--- src/rtl/mont_mul_serial.sv ---
// Bit-serial Montgomery multiplier: R = A*B*2^(-WIDTH) mod M, one bit of A per enabled clock.
// Optional even-modulus rejection is compiled in with `define MONT_MUL_ODD_CHECK_EN.
module mont_mul_serial #(
   parameter int WIDTH = 4
) (
   input  logic             clk,
   input  logic             rstb,
   input  logic             ena,
   input  logic             start,
   input  logic [WIDTH-1:0] A_i,
   input  logic [WIDTH-1:0] B_i,
   input  logic [WIDTH-1:0] M_i,
   output logic [WIDTH-1:0] R_o,
   output logic             busy,
   output logic             done,
   output logic             err
);

   localparam int SW = WIDTH + 2;
   localparam int CW = $clog2(WIDTH);
   localparam logic [CW-1:0] CNT_LAST = CW'(WIDTH - 1);

   typedef enum logic [1:0] {
      ST_IDLE = 2'd0,
      ST_ITER = 2'd1,
      ST_CORR = 2'd2
   } state_e;

   state_e           state_q, state_d;
   logic [CW-1:0]    cnt_q, cnt_d;
   logic [SW-1:0]    s_q, s_d;
   logic [WIDTH-1:0] a_q, a_d;
   logic [WIDTH-1:0] b_q, b_d;
   logic [WIDTH-1:0] m_q, m_d;
   logic [WIDTH-1:0] r_q, r_d;
   logic             done_q, done_d;
   logic             err_q, err_d;
   logic             busy_q, busy_d;

   logic             q_bit_s;
   logic [SW-1:0]    b_ext_s;
   logic [SW-1:0]    m_ext_s;
   logic [SW-1:0]    sum_s;
   logic             accept_s;

   // One Montgomery step; a_q is shifted right so bit 0 is always the current bit of A.
   always_comb begin
      b_ext_s = {2'b00, b_q};
      m_ext_s = {2'b00, m_q};
      q_bit_s = s_q[0] ^ (a_q[0] & b_q[0]);
      sum_s   = s_q + (a_q[0] ? b_ext_s : {SW{1'b0}}) + (q_bit_s ? m_ext_s : {SW{1'b0}});
   end

   // Start acceptance, gated by the odd-modulus check when it is compiled in.
   always_comb begin
`ifdef MONT_MUL_ODD_CHECK_EN
      accept_s = start & M_i[0];
`else
      accept_s = start;
`endif
   end

   // Next-state and datapath updates; everything holds while ena is low.
   always_comb begin
      state_d = state_q;
      cnt_d   = cnt_q;
      s_d     = s_q;
      a_d     = a_q;
      b_d     = b_q;
      m_d     = m_q;
      r_d     = r_q;
      done_d  = done_q;
      err_d   = err_q;
      if (ena) begin
         case (state_q)
            ST_IDLE: begin
               done_d = 1'b0;
               if (accept_s) begin
                  a_d     = A_i;
                  b_d     = B_i;
                  m_d     = M_i;
                  s_d     = {SW{1'b0}};
                  cnt_d   = {CW{1'b0}};
                  err_d   = 1'b0;
                  state_d = ST_ITER;
               end else if (start) begin
                  // Only reachable with the odd check: even modulus is rejected in place.
                  r_d    = {WIDTH{1'b0}};
                  err_d  = 1'b1;
                  done_d = 1'b1;
               end else begin
                  state_d = ST_IDLE;
               end
            end
            ST_ITER: begin
               s_d = sum_s >> 1;
               a_d = a_q >> 1;
               if (cnt_q == CNT_LAST) begin
                  cnt_d   = {CW{1'b0}};
                  state_d = ST_CORR;
               end else begin
                  cnt_d   = cnt_q + {{(CW-1){1'b0}}, 1'b1};
               end
            end
            ST_CORR: begin
               // S < 2M here, so one conditional subtraction lands in [0, M).
               if (s_q >= m_ext_s) begin
                  r_d = s_q[WIDTH-1:0] - m_q;
               end else begin
                  r_d = s_q[WIDTH-1:0];
               end
               done_d  = 1'b1;
               state_d = ST_IDLE;
            end
            default: begin
               state_d = ST_IDLE;
            end
         endcase
      end else begin
         done_d = done_q;
      end
      busy_d = (state_d != ST_IDLE);
   end

   // State and output registers with synchronous active-low reset.
   always_ff @(posedge clk) begin
      if (!rstb) begin
         state_q <= ST_IDLE;
         cnt_q   <= {CW{1'b0}};
         s_q     <= {SW{1'b0}};
         a_q     <= {WIDTH{1'b0}};
         b_q     <= {WIDTH{1'b0}};
         m_q     <= {WIDTH{1'b0}};
         r_q     <= {WIDTH{1'b0}};
         done_q  <= 1'b0;
         err_q   <= 1'b0;
         busy_q  <= 1'b0;
      end else begin
         state_q <= state_d;
         cnt_q   <= cnt_d;
         s_q     <= s_d;
         a_q     <= a_d;
         b_q     <= b_d;
         m_q     <= m_d;
         r_q     <= r_d;
         done_q  <= done_d;
         err_q   <= err_d;
         busy_q  <= busy_d;
      end
   end

   assign R_o  = r_q;
   assign done = done_q;
   assign busy = busy_q;
   assign err  = err_q;

endmodule
--- config.mk ---
export PLATFORM = sky130hd
export DESIGN_NAME = mont_mul_serial
export DESIGN_NICKNAME = d
export VERILOG_FILES = /design/src/rtl/mont_mul_serial.sv
export SDC_FILE = /design/constraint.sdc
export NUM_CORES = 1
export LEC_CHECK = 0
export BUFFER_PORTS_ARGS = -buffer_cell sky130_fd_sc_hd__buf_2
export CAP_MARGIN = 20
export CORE_AREA = 8 8 56 77
export CTS_CLUSTER_DIAMETER = 150
export DETAILED_ROUTE_END_ITERATION = 8
export DIE_AREA = 0 0 64 85
export HOLD_SLACK_MARGIN = 0.15
export PLACE_DENSITY = 0.69
export SLEW_MARGIN = 10
export SYNTH_ARGS = -nofsm -noshare
export SYNTH_HDL_FRONTEND = slang
export SYNTH_SLANG_ARGS = --single-unit
--- constraint.sdc ---
create_clock -name clk -period 2.7 [get_ports clk]
set_clock_uncertainty 0.05 [all_clocks]
set_input_delay 0.27 -clock clk [delete_from_list [all_inputs] [get_ports clk]]
set_output_delay 0.27 -clock clk [all_outputs]
set_load 0.01 [all_outputs]
Word level (Yosys, flattened, before mapping) --
Index checks and enable logic that the tools add are counted.
Word-level totals: register bits 28, word-level logic and storage cells 43, output and inout port bits 7
Operators by class: bitwise gates (word level) 2, mux-type cells 15, eq/ne operators 4, add/subtract/negate cells 4, reductions and logical operators 8, magnitude comparators 1
Operators by type and width (number):
- $mux 4 | 4
- $add 6x4->6 | 2
- $pmux 6 s2 | 1
- $mux 2 | 4
- $pmux 2 s2 | 2
- $pmux 4 s2 | 1
- $ge 6x4->1 | 1
- $mux 6 | 1
- $reduce_and 3->1 | 2
- $reduce_bool 2->1 | 3
- $eq 2x2->1 const B | 2
- $reduce_and 2->1 | 2
- $sub 4x4->4 | 1
- $add 2x1->2 const B | 1
- $eq 2x1->1 const B | 1
- $logic_not 2->1 | 1
- $ne 2x2->1 const B | 1
- $pmux 1 s2 | 1
- $and 1x1->1 | 1
- $mux 1 | 1
- $xor 1x1->1 | 1

Longest topological paths before layout --
depth after elaboration 5, mapped depth 12

Worst setup path after synthesis --
No wires, ideal clock.
path kind register to register, start point reg a_q[0], end point reg s_q[2], period minus slack after synthesis 2.661 ns, setup time 0.070 ns, arrival time 2.541 ns, stages on the path, launching flop included 12, setup slack 0.039 ns, path through dfxtp_1 and2_1 ha_1 nand2_1 fa_1 inv_1 ha_1 inv_1 fa_1 nor2b_1 or4_1 a21oi_1
Between the ends: cells in the longest elaborated chain, start to end 5, elaborated cells on any way between the ends 7, classes of those cells 2 x add/sub; 3 x mux; 2 x bitwise
RTL lines:
- start: declaration | RTL line 32 | logic [WIDTH-1:0] a_q, a_d;
- start signal: assignment | RTL line 131 | a_q <= {WIDTH{1'b0}};
- parallel branches: the longest is 3 deep, another holds $add 6x4->6
- $add 6x4->6 (*) | RTL line 51 | sum_s = s_q + (a_q[0] ? b_ext_s : {SW{1'b0}}) + (q_bit_s ? m_ext_s : {SW{1'b0}});
- $pmux 6 s2 (*) | RTL line 75 | case (state_q)
- end signal: assignment | RTL line 130 | s_q <= {SW{1'b0}};
- end: declaration | RTL line 31 | logic [SW-1:0] s_q, s_d;
Mark *: on every way between the ends. A chain may end at the register's enable or synchronous reset.

Worst setup path after layout --
start point reg b_q[0], end point reg s_q[2]
Between the ends: cells in the longest elaborated chain, start to end 5, elaborated cells on any way between the ends 7, classes of those cells 2 x add/sub; 3 x mux; 2 x bitwise
RTL lines:
- start: declaration | RTL line 33 | logic [WIDTH-1:0] b_q, b_d;
- start signal: assignment | RTL line 132 | b_q <= {WIDTH{1'b0}};
- parallel branches: the longest is 3 deep, another holds $add 6x4->6
- $add 6x4->6 (*) | RTL line 51
- $pmux 6 s2 (*) | RTL line 75
Marked as above.

==> flow_summary.json <==
{
  "outcome": "completed",
  "h-tree-depth": 1,
  "hpwl_microns": 2635,
  "start_kind": "flip-flop",
  "synth_top_cells_by_count": "27 x dfxtp_1, 20 x nor2_1, 13 x inv_1",
  "fmax_ghz": 0.3725,
  "route.vias.total": 1303,
  "maxSlewViolCount": 0,
  "hold_slack_ps": 183.9,
  "synth.most_common_cell": "dfxtp_1",
  "p_total_mw": 0.7471,
  "ys_types": 40,
  "tightest_slew_ps": 713.7,
  "synth_top_cells_by_area": "dfxtp_1 35%, ha_1 8.1%, mux2i_1 7.8%",
  "ys.flop_type": "dfxtp_1",
  "highest_layer": "met4",
  "worst_setup_path_end_kind": "flip-flop",
  "crit_arrival_ps": 2840,
  "pwr-share-seq_pct": 56.3,
  "final_area_sq_um": 1780,
  "postRouteAntennaNets": 0,
  "async_flop_share_pct": 0,
  "min_period_ps": 2685,
  "grt_overflow_total": 0,
  "dieArea_sq_um": 5440,
  "syn_inst": 170,
  "synth_xor_area_share_pct": 0.5696,
  "synth_compound_area_share_pct": 15.79,
  "die_w_microns": 64,
  "core-area_sq_um": 3222,
  "crit_path_max_fanout": 4,
  "drc": 0,
  "synth_warnings": 0,
  "finalWeightedCongestion": 0.7794,
  "wl_met2_microns": 1747,
  "vias_per_cell": 5.592,
  "synth_area_per_cell_sq_um": 9.045,
  "port_buffers": 21,
  "finish.utilization_pct": 55.26,
  "required_ps": 2860,
  "cap_violations": 0,
  "grt_pass1_vias": 1314,
  "seq_area_frac_synth_pct": 35.15,
  "num_antenna_cells": 0,
  "drtIter0Drc": 37,
  "pre_cts_slack_ps": -87.84,
  "yosys.area_share.adder_pct": 14.65,
  "place_inst": 229,
  "clk-insertion-delay-late_ps": 270,
  "place_area_sq_um": 1694,
  "cts_root_buffer": "clkbuf_8",
  "power_density_nw_per_um2": 419.6,
  "cts-hold-fix-buffers": 0,
  "power.leakage_nw": 0.7602,
  "cts_tree": "built",
  "crit_type": "flip-flop to flip-flop",
  "finalHoldViolCount": 0,
  "rsz0062_at_grt": "yes",
  "switching_share_pct": 24.89,
  "routed-wl-met3_microns": 119,
  "track_usage_pct": 12.62,
  "muxShareOfSynthArea_pct": 7.811,
  "synth_edf_count": 0,
  "layout.cells.non_filler": 233,
  "cts_sinks": 27,
  "drive_above_1_share_pct": 21.76,
  "post_cts_buffers": 0,
  "synthesis.area_sq_um": 1538,
  "synth_top_area_share_pct": 35.15,
  "vdd_drop_max_uv": 255.9,
  "synth_top_family_by_area": "simple AND/OR/NAND/NOR gates",
  "layout_setup_ws_ps": 15.40,
  "io-pin-count": 23,
  "wl_met1_microns": 1454,
  "cts.clk_slew.worst_paths_ps": 90,
  "antenna_found_initial": 0,
  "fin_nets": 225,
  "start_util_pct": 47.73,
  "grt_start_max_net_pins": 23,
  "clkPwrFrac_pct": 30.1,
  "drt_first_pass_iters": 4,
  "cts_buffers": 3,
  "synth_area_leader_cell": "dfxtp_1",
  "synth_fp_nets": 201,
  "nFillCells": 308,
  "syn_to_final_growth_pct": 15.79,
  "rows": 25,
  "combPwrFrac_pct": 13.6,
  "ys_ff_latch": 27,
  "slew_headroom_pct": 52.32,
  "period_share_pct": 99.43,
  "finalSetupViolations": 0,
  "synth_simple_gate_area_share_pct": 19.85,
  "hold_path.class": "input port to flip-flop",
  "finalWirelength_microns": 3399,
  "clockBufferDepth": 2,
  "grt_first_pass_wirelength_microns": 5644,
  "die_h_microns": 85,
  "p_switching_mw": 0.1859,
  "p_int_mw": 0.5612,
  "setup_tns_ps": 0,
  "wire_per_inst_microns": 14.59
}
[critical path: stages (launching register included)]
cell and delay (ps):
dfxtp_2 330, and2_4 160, ha_4 280, nand2_2 60, fa_1 430, inv_1 80
ha_2 180, inv_2 40, fa_2 350, nor2b_1 140, or4_1 420, a21oi_2 120
[final timing paths]
kind | startpoint | end | slack, ps | depth (start not counted)
min reg2reg | done | done | 430 | 2
min | B_i[2] | b_q[2] | 180 | 3
max reg2reg | b_q[0] | s_q[2] | 20 | 11
max | b_q[0] | s_q[2] | 20 | 11
[state kept, by name, summed over array words and instances (netlist names)]
signal	count
R_o	4
a_q	4
b_q	4
busy	1
cnt_q	2
done	1
m_q	4
s_q	5
state_q	2
[layer usage]
layer	track usage (%)	vias to the layer above
li1	-	643
met1	12.98	621
met2	22.91	28
met3	2.899	11
met4	6.314	0
met5	0	-
[power groups by stage]
stage / sequential (mW) / combinational, mW / clock (mW)
after global placement: 0.429 / 0.0959 / 0
after detailed placement: 0.430 / 0.0997 / 0
after CTS: 0.421 / 0.100 / 0.231
after global routing: 0.423 / 0.112 / 0.251
after floorplan: 0.426 / 0.0719 / 0
final: 0.421 / 0.101 / 0.225
[logic make-up after synthesis]
logic type / Yosys count
and+or+nand+nor: 58
AOI/OAI and AO/OA: 36
DFF: 27
buffers and inverters: 20
adders and majority gates: 15
muxes: 12
other: 1
xor gates and xnor gates: 1
[repair_timing]
action / 4_1_cts / 5_1_grt
setup endpoints to repair: 1 / 2
gates resized for setup: 5 / 5
pin swaps: 2 / 1
hold endpoints to repair: 0 / 0
[cell usage in the layout, fill, tap and decap left out, types with 2 or more instances in the layout]
master,instances
a22oi_1,3
nand3b_1,3
nand2_1,7
nand2b_1,2
nor2b_1,4
nand4_1,3
fa_1,4
nand3_1,6
o211ai_1,2
a21o_1,3
a21oi_1,7
o21ai_0,6
buf_2,21
ha_1,8
a211oi_1,4
or4_1,2
clkbuf_8,3
dfxtp_1,26
buf_4,5
and2_1,4
inv_1,12
o21a_1,2
nor2_1,19
mux2i_1,12
[layout make-up]
class | count | area (sq um) | share of cell area [%]
multi-input combinational | 123 | 952.2 | 53.48
sequential | 27 | 541.8 | 30.43
clock buffer | 4 | 45.04 | 2.530
inverter | 13 | 48.80 | 2.741
timing repair buffer | 26 | 142.6 | 8.011
tap | 40 | 50.05 | 2.811
No activity file was read; power rests on OpenSTA's default activity.
